<file path="config.mk">
export PLATFORM = sky130hd
export DESIGN_NAME = fbuf_rect_writer_flat
export DESIGN_NICKNAME = d
export VERILOG_FILES = /design/src/rtl/fbuf_rect_writer_if.sv /design/src/rtl/fbuf_rect_writer.sv /design/src/flat_wrapper.sv
export SDC_FILE = /design/constraint.sdc
export NUM_CORES = 1
export LEC_CHECK = 0
export ABC_AREA = 1
export CAP_MARGIN = 5
export CORE_MARGIN = 2
export CORE_UTILIZATION = 50
export CTS_CLUSTER_DIAMETER = 120
export DETAILED_ROUTE_END_ITERATION = 16
export PLACE_DENSITY = 0.77
export SLEW_MARGIN = 0
export SYNTH_ARGS = -nofsm -noshare
export SYNTH_HDL_FRONTEND = slang
export SYNTH_SLANG_ARGS = --single-unit
</file>
<file path="constraint.sdc">
create_clock -name clk -period 5.5 [get_ports clk]
set_clock_uncertainty 0.15 [all_clocks]
set_input_delay 1.375 -clock clk [delete_from_list [all_inputs] [get_ports clk]]
set_output_delay 1.375 -clock clk [all_outputs]
set_load 0.03 [all_outputs]
</file>
<file path="src/rtl/fbuf_rect_writer_if.sv">
// rtl/fbuf_rect_writer_if.sv - command handshake and framebuffer write port bundle for the rectangle writer
interface fbuf_rect_writer_if #(
    parameter int X_W     = 6,
    parameter int Y_W     = 6,
    parameter int COLOR_W = 4
) ();
    logic                 cmd_valid;
    logic                 cmd_ready;
    logic                 cmd_clear;
    logic [X_W-1:0]       cmd_x0;
    logic [Y_W-1:0]       cmd_y0;
    logic [X_W-1:0]       cmd_x1;
    logic [Y_W-1:0]       cmd_y1;
    logic [COLOR_W-1:0]   cmd_color;
    logic                 busy;
    logic                 done;
    logic [X_W+Y_W-1:0]   fb_waddr;
    logic [COLOR_W-1:0]   fb_din;
    logic                 fb_we;

    // Command source side (CPU / UART front-end, or a testbench)
    modport master (
        output cmd_valid, cmd_clear, cmd_x0, cmd_y0, cmd_x1, cmd_y1, cmd_color,
        input  cmd_ready, busy, done, fb_waddr, fb_din, fb_we
    );

    // Fill engine side
    modport slave (
        input  cmd_valid, cmd_clear, cmd_x0, cmd_y0, cmd_x1, cmd_y1, cmd_color,
        output cmd_ready, busy, done, fb_waddr, fb_din, fb_we
    );
endinterface

</file>
<file path="src/rtl/fbuf_rect_writer.sv">
// rtl/fbuf_rect_writer.sv - rectangle-fill / clear engine streaming one framebuffer write per clock
module fbuf_rect_writer #(
    parameter int X_W     = 6,
    parameter int Y_W     = 6,
    parameter int COLOR_W = 4
) (
    input  logic                clk,
    input  logic                rst,
    fbuf_rect_writer_if.slave   bus
);

    typedef enum logic [0:0] {
        IDLE = 1'b0,
        FILL = 1'b1
    } state_t;

    localparam logic [X_W-1:0] X_ONE = {{(X_W-1){1'b0}}, 1'b1};
    localparam logic [Y_W-1:0] Y_ONE = {{(Y_W-1){1'b0}}, 1'b1};

    state_t               state_q, state_d;
    logic [X_W-1:0]       xmin_q, xmin_d;
    logic [X_W-1:0]       xmax_q, xmax_d;
    logic [Y_W-1:0]       ymin_q, ymin_d;
    logic [Y_W-1:0]       ymax_q, ymax_d;
    logic [X_W-1:0]       x_q, x_d;
    logic [Y_W-1:0]       y_q, y_d;
    logic [COLOR_W-1:0]   color_q, color_d;
    logic                 we_q, we_d;
    logic                 done_q, done_d;

    logic                 accept;
    logic [X_W-1:0]       cmd_xlo, cmd_xhi;
    logic [Y_W-1:0]       cmd_ylo, cmd_yhi;
    logic                 at_last;

    // Ready is forced low while rst is asserted so a command coinciding with reset is never taken
    assign bus.cmd_ready = (state_q == IDLE) && !rst;
    assign accept        = bus.cmd_valid && bus.cmd_ready;

    // Normalise the two corners into an unsigned bounding box; clear overrides with the full screen
    always_comb begin
        cmd_xlo = '0;
        cmd_xhi = '1;
        cmd_ylo = '0;
        cmd_yhi = '1;
        if (!bus.cmd_clear) begin
            cmd_xlo = (bus.cmd_x0 < bus.cmd_x1) ? bus.cmd_x0 : bus.cmd_x1;
            cmd_xhi = (bus.cmd_x0 < bus.cmd_x1) ? bus.cmd_x1 : bus.cmd_x0;
            cmd_ylo = (bus.cmd_y0 < bus.cmd_y1) ? bus.cmd_y0 : bus.cmd_y1;
            cmd_yhi = (bus.cmd_y0 < bus.cmd_y1) ? bus.cmd_y1 : bus.cmd_y0;
        end
    end

    // The cursor always names the pixel being written this cycle, so equality with the far corner ends the fill
    assign at_last = (x_q == xmax_q) && (y_q == ymax_q);

    // Next-state and next-output logic; the cursor is preloaded at accept so the first write follows immediately
    always_comb begin
        state_d = state_q;
        xmin_d  = xmin_q;
        xmax_d  = xmax_q;
        ymin_d  = ymin_q;
        ymax_d  = ymax_q;
        x_d     = x_q;
        y_d     = y_q;
        color_d = color_q;
        we_d    = 1'b0;
        done_d  = 1'b0;
        case (state_q)
            IDLE: begin
                if (accept) begin
                    xmin_d  = cmd_xlo;
                    xmax_d  = cmd_xhi;
                    ymin_d  = cmd_ylo;
                    ymax_d  = cmd_yhi;
                    x_d     = cmd_xlo;
                    y_d     = cmd_ylo;
                    color_d = bus.cmd_color;
                    we_d    = 1'b1;
                    state_d = FILL;
                end
            end
            FILL: begin
                if (at_last) begin
                    done_d  = 1'b1;
                    state_d = IDLE;
                end else if (x_q < xmax_q) begin
                    x_d  = x_q + X_ONE;
                    we_d = 1'b1;
                end else begin
                    x_d  = xmin_q;
                    y_d  = y_q + Y_ONE;
                    we_d = 1'b1;
                end
            end
            default: begin
                state_d = IDLE;
            end
        endcase
    end

    // State, cursor and registered write-port outputs; reset aborts any fill in progress
    always_ff @(posedge clk) begin
        if (rst) begin
            state_q <= IDLE;
            xmin_q  <= '0;
            xmax_q  <= '0;
            ymin_q  <= '0;
            ymax_q  <= '0;
            x_q     <= '0;
            y_q     <= '0;
            color_q <= '0;
            we_q    <= 1'b0;
            done_q  <= 1'b0;
        end else begin
            state_q <= state_d;
            xmin_q  <= xmin_d;
            xmax_q  <= xmax_d;
            ymin_q  <= ymin_d;
            ymax_q  <= ymax_d;
            x_q     <= x_d;
            y_q     <= y_d;
            color_q <= color_d;
            we_q    <= we_d;
            done_q  <= done_d;
        end
    end

    assign bus.busy     = (state_q == FILL);
    assign bus.done     = done_q;
    assign bus.fb_we    = we_q;
    assign bus.fb_waddr = {y_q, x_q};
    assign bus.fb_din   = color_q;

endmodule

</file>
<file path="src/flat_wrapper.sv">
// flat-port wrapper written by rule: the top's interface ports become plain ports
module fbuf_rect_writer_flat 
#(
    parameter int X_W     = 6,
    parameter int Y_W     = 6,
    parameter int COLOR_W = 4
)
  (clk, rst, bus_cmd_valid, bus_cmd_clear, bus_cmd_x0, bus_cmd_y0, bus_cmd_x1, bus_cmd_y1, bus_cmd_color, bus_cmd_ready, bus_busy, bus_done, bus_fb_waddr, bus_fb_din, bus_fb_we);
  fbuf_rect_writer_if #(.X_W(X_W), .Y_W(Y_W), .COLOR_W(COLOR_W)) bus_i ();
  input  logic clk;
  input  logic rst;
  input wire logic [$bits(bus_i.cmd_valid)-1:0] bus_cmd_valid;
  input wire logic [$bits(bus_i.cmd_clear)-1:0] bus_cmd_clear;
  input wire logic [$bits(bus_i.cmd_x0)-1:0] bus_cmd_x0;
  input wire logic [$bits(bus_i.cmd_y0)-1:0] bus_cmd_y0;
  input wire logic [$bits(bus_i.cmd_x1)-1:0] bus_cmd_x1;
  input wire logic [$bits(bus_i.cmd_y1)-1:0] bus_cmd_y1;
  input wire logic [$bits(bus_i.cmd_color)-1:0] bus_cmd_color;
  output wire logic [$bits(bus_i.cmd_ready)-1:0] bus_cmd_ready;
  output wire logic [$bits(bus_i.busy)-1:0] bus_busy;
  output wire logic [$bits(bus_i.done)-1:0] bus_done;
  output wire logic [$bits(bus_i.fb_waddr)-1:0] bus_fb_waddr;
  output wire logic [$bits(bus_i.fb_din)-1:0] bus_fb_din;
  output wire logic [$bits(bus_i.fb_we)-1:0] bus_fb_we;
  assign bus_i.cmd_valid = bus_cmd_valid;
  assign bus_i.cmd_clear = bus_cmd_clear;
  assign bus_i.cmd_x0 = bus_cmd_x0;
  assign bus_i.cmd_y0 = bus_cmd_y0;
  assign bus_i.cmd_x1 = bus_cmd_x1;
  assign bus_i.cmd_y1 = bus_cmd_y1;
  assign bus_i.cmd_color = bus_cmd_color;
  assign bus_cmd_ready = bus_i.cmd_ready;
  assign bus_busy = bus_i.busy;
  assign bus_done = bus_i.done;
  assign bus_fb_waddr = bus_i.fb_waddr;
  assign bus_fb_din = bus_i.fb_din;
  assign bus_fb_we = bus_i.fb_we;
  fbuf_rect_writer #(.X_W(X_W), .Y_W(Y_W), .COLOR_W(COLOR_W)) u_core (.clk(clk), .rst(rst), .bus(bus_i));
endmodule
</file>
* Yosys cells after proc, flatten, opt, wreduce, memory -nomap -nowiden
Cells that the tools add are included.
Word-level totals: output and inout bits 20, logic and storage cells 47, bits of input ports 32, bits in registers 36
Operators by class: add/subtract/negate cells 2, reduce and logical (&&, ||, !) cells 8, bitwise operators 1, muxes and demuxes 20, eq/ne operators 5, order comparisons 3
Operators with widths (number):
- $mux 6 | 14
- $pmux 6 s2 | 2
- $lt 6x6->1 | 3
- $add 6x1->6 const B | 2
- $eq 6x6->1 | 2
- $ne 2x2->1 const B | 2
- $reduce_and 2->1 | 2
- $logic_and 1x1->1 | 3
- $mux 1 | 3
- $reduce_and 3->1 | 1
- $ne 2x1->1 const B | 1
- $pmux 1 s2 | 1
- $reduce_or 2->1 | 1
- $logic_not 1->1 | 1
- $not 1->1 | 1

* Logic depth before layout (Yosys ltp)
depth after elaboration 5, depth in mapped cells 13, depth with buffers taken out 12

* Worst setup path after synthesis
No wires, ideal clock.
path type input -> output, start input port rst, end output port bus_cmd_ready, path buffers 0, setup slack 2169 ps, required time 3975 ps, cell stages on the path 1, data arrival time 1806 ps, path through nor2_1
Between the ends: cells in the longest elaborated chain, start to end 2
RTL lines:
- start, declared | RTL line flat_wrapper.sv:11 | input logic rst;
- $logic_not 1->1 | RTL line fbuf_rect_writer.sv:37 | assign bus.cmd_ready = (state_q == IDLE) && !rst;
- $logic_and 1x1->1 | RTL line fbuf_rect_writer.sv:37
- end, declared | RTL line flat_wrapper.sv:19 | output wire logic [$bits(bus_i.cmd_ready)-1:0] bus_cmd_ready;
Every way passes these cells.

* Worst setup path in the final report
Ends and elaborated chain as after synthesis.

==> impl_results.md <==
* Yosys cell types at 29
* Top cells by area, synth: dfxtp_1, nand2_1, ha_1
* Synthesized area per cell at 6.39 um2
* # clock sinks at 36
* Setup TNS Final at 0 ns
* Post-CTS Setup Repair Bufs at 0
* Register-to-Register Path Depth at 6
* Seq pwr share at 0.388
* Share of Yosys cell area claimed by the top area cell type at 0.269
* Worst Hold Class: reg -> reg
* CTS max path bufs at 2
* Worst endpoint required time at 3.97 ns
* Fin. Hold Viols at 0
* Critical path class: in -> out
* Post-synth top area cell: dfxtp_1
* Antenna Nets Post-Route at 0
* Crit start category: input port
* Clock Latency Late Sink at 0.29 ns
* Synthesized flop and latch total at 36
* Clock-pin slew on the worst setup and hold paths at 0.07 ns
* Max-cap viol count at 0
* CTS Buf Count at 5
* Slew Limit Fails at 0
* Synth Flop Type: dfxtp_1
* Fillcell total at 524
* Vias/cell at 5.03
* Worst setup margin at 1.08 ns
* Post-synth EDFFs at 0
* Site row count at 26
* Highest Clock Rate at 226 MHz
* Crit path max fanout at 14
* Die area at 5950 um2
* Worst Hold End: u_core.bus.fb_din[3]
* Met3 Track Usage GR at 0.0471
* Hold path startpoint: u_core.bus.fb_din[3]
* Initial Util at 0.521
* Worst r2r src: u_core.bus.fb_we
* CTS root buf: clkbuf_8
* Critical Path End Type: output port
* Clk network pwr share at 0.233
* Yosys warnings at 0
* Largest net degree at the start of global routing at 33
* Netlist Area Pre-Place at 2680 um2
* Antenna diodes at 0
* RSZ-0062 raised after global routing: false
* TritonCTS clock tree: done
* Post-Syn Nets at 469
* VDD IR max at 0.103 mV
* Detail Placement HPWL at 4710 um
* Initial antenna violation count at 0
* Drt wl/cell at 11.5 um
* GRT Overall Usage at 0.224
* Internal power at 0.514 mW
* Status: complete, no violations
* Fin crit share at 0.803
* GRT Max-Usage Layer: met2
* Total grt overflow at 0
* CP arrival at 2.89 ns
* GPL Wtd Cong at 0.953
* Slew margin rel. at 0.355
* Reg2Reg Setup Slack at 2.71 ns
* Finish-stage setup viols at 0
* Share of layout cells above drive strength 1 at 0.0648
* Cell depth of the worst hold path at 2
* IO Pins at 52
* First-pass GRT wire length at 10900 um
* Port bufs at 51
* Core box area at 5140 um2
* Number of global-route vias before repair at 2431
* Cell Pwr Density at 251 nW/um2
* Asr flop ratio synth at 0
* GR Util met1 at 0.315
* Final wirelength at 6140 um
* Met2 Track Usage GR at 0.339
* DRC at 0
* Leak at 1.57 nW
* Mapped Cells at 419
* Sw Share at 0.373
* Vias at 2683
* Net switching power at 0.306 mW
* Placement Setup Slack at 1.08 ns
* Worst Tran Pin Value at 0.966 ns
* Minimum clock period at 4.42 ns
* Critical R2R Capture: u_core.ymax_q[4]
* Die width at 77.2 um
* Area grow syn2layout at 21.9%
* DIE HEIGHT at 77.2 um
* Post-synthesis sequential area ratio at 0.269
* Hold Buf Count CTS at 0
* Final nets at 512
* CTS H-Tree Depth at 2
* # resized after CTS at 0
* Comb power frac at 0.379
* DR iter-0 viols at 127
* First-pass iteration count of the detailed router at 4
[metal layers]
| layer | wire length, um | vias to the layer above | share of wire |
|---|---|---|---|
| met5 | 0 | - | 0 |
| met4 | 79 | 0 | 0.013 |
| met3 | 321 | 5 | 0.052 |
| met2 | 2710 | 72 | 0.44 |
| met1 | 3020 | 1186 | 0.49 |
| li1 | - | 1420 | - |
[area by class of cell]
cell class                 instances  area [um2]  share of cell area
sequential                        36         721               0.221
clock buffer                       8        90.1              0.0276
tap                               70        87.6              0.0269
timing repair buffer              51         510               0.157
inverter                          61         231              0.0710
multi-input combinational        307        1620               0.497
[placed cells by master (no fill, tap or decap), types with 2 or more instances in the layout]
cell and count:
nand2_1 112, inv_1 56, clkdlybuf4s50_1 51, nor2_1 41
dfxtp_1 36, nand3_1 33, o21ai_0 29, o21ai_1 22
ha_1 18, nand3b_1 13, nand2_2 8, a21oi_1 6
clkbuf_8 6, inv_2 4, nand4_1 4, nor2_4 4
nand2_4 4, xnor2_1 2, nor3_1 2, o21bai_1 2
a21o_1 2, clkbuf_1 2
[power groups by stage]
stage               Combinational, mW  Sequential (mW)  Clock [mW]
finish                          0.311            0.318       0.191
global route                    0.352            0.322       0.210
CTS                             0.312            0.317       0.193
detailed placement              0.311            0.323           0
global placement                0.303            0.322           0
floorplan                       0.207            0.338           0
[state kept, by name, indices dropped and copies added, names as in the netlist]
name and count:
u_core.bus.done 1, u_core.bus.fb_din 4, u_core.bus.fb_we 1, u_core.x_q 6, u_core.xmax_q 6, u_core.xmin_q 6
u_core.y_q 6, u_core.ymax_q 6
[worst max path at each step]
stage / startpoint / endpoint / slack [ns] / depth (start not counted)
final: rst / bus_cmd_ready / 1.08 / 3
after global routing: rst / bus_cmd_ready / 0.97 / 3
after CTS: rst / bus_cmd_ready / 1.08 / 3
after detailed placement: rst / bus_cmd_ready / 1.08 / 3
after global placement: rst / bus_cmd_ready / 1.11 / 3
after floorplan: rst / bus_cmd_ready / 2.17 / 1
[cells by family (layout without fill, tap and decap cells)]
kind of cell             Yosys count  count (layout)  share of synthesized area
AO/OA/AOI/OAI                     64              64                      0.127
XOR/XNOR                           3               3                    0.00982
adder cells (fa/ha/maj)           18              18                     0.0842
buffers and inverters             76             120                      0.125
flip-flops                        36              36                      0.269
AND/OR/NAND/NOR                  222             222                      0.385
[metrics by stage]
stage               instance area, um2  total power [mW]  hold WS [ns]  instances   util
floorplan                         2680             0.545         0.303        419      -
CTS                               3260             0.822         0.320        533  0.635
finish                            3260             0.820         0.314        533  0.635
global route                      3260             0.884         0.337        533  0.635
detailed placement                3170             0.633         0.311        525  0.617
global placement                  3170             0.626         0.302        525  0.617
[Yosys cell counts, types with 6 or more instances]
cell,number
nand2_1,112
inv_1,56
nor2_1,41
dfxtp_1,36
nand3_1,33
o21ai_0,29
o21ai_1,22
ha_1,18
nand3b_1,13
nand2_2,8
a21oi_1,6
[critical path, cell delays in order]
cell             delay, ns
clkdlybuf4s50_1       0.62
nor2_1                0.21
clkdlybuf4s50_1       0.69
No activity file was read; power rests on OpenSTA's default activity.
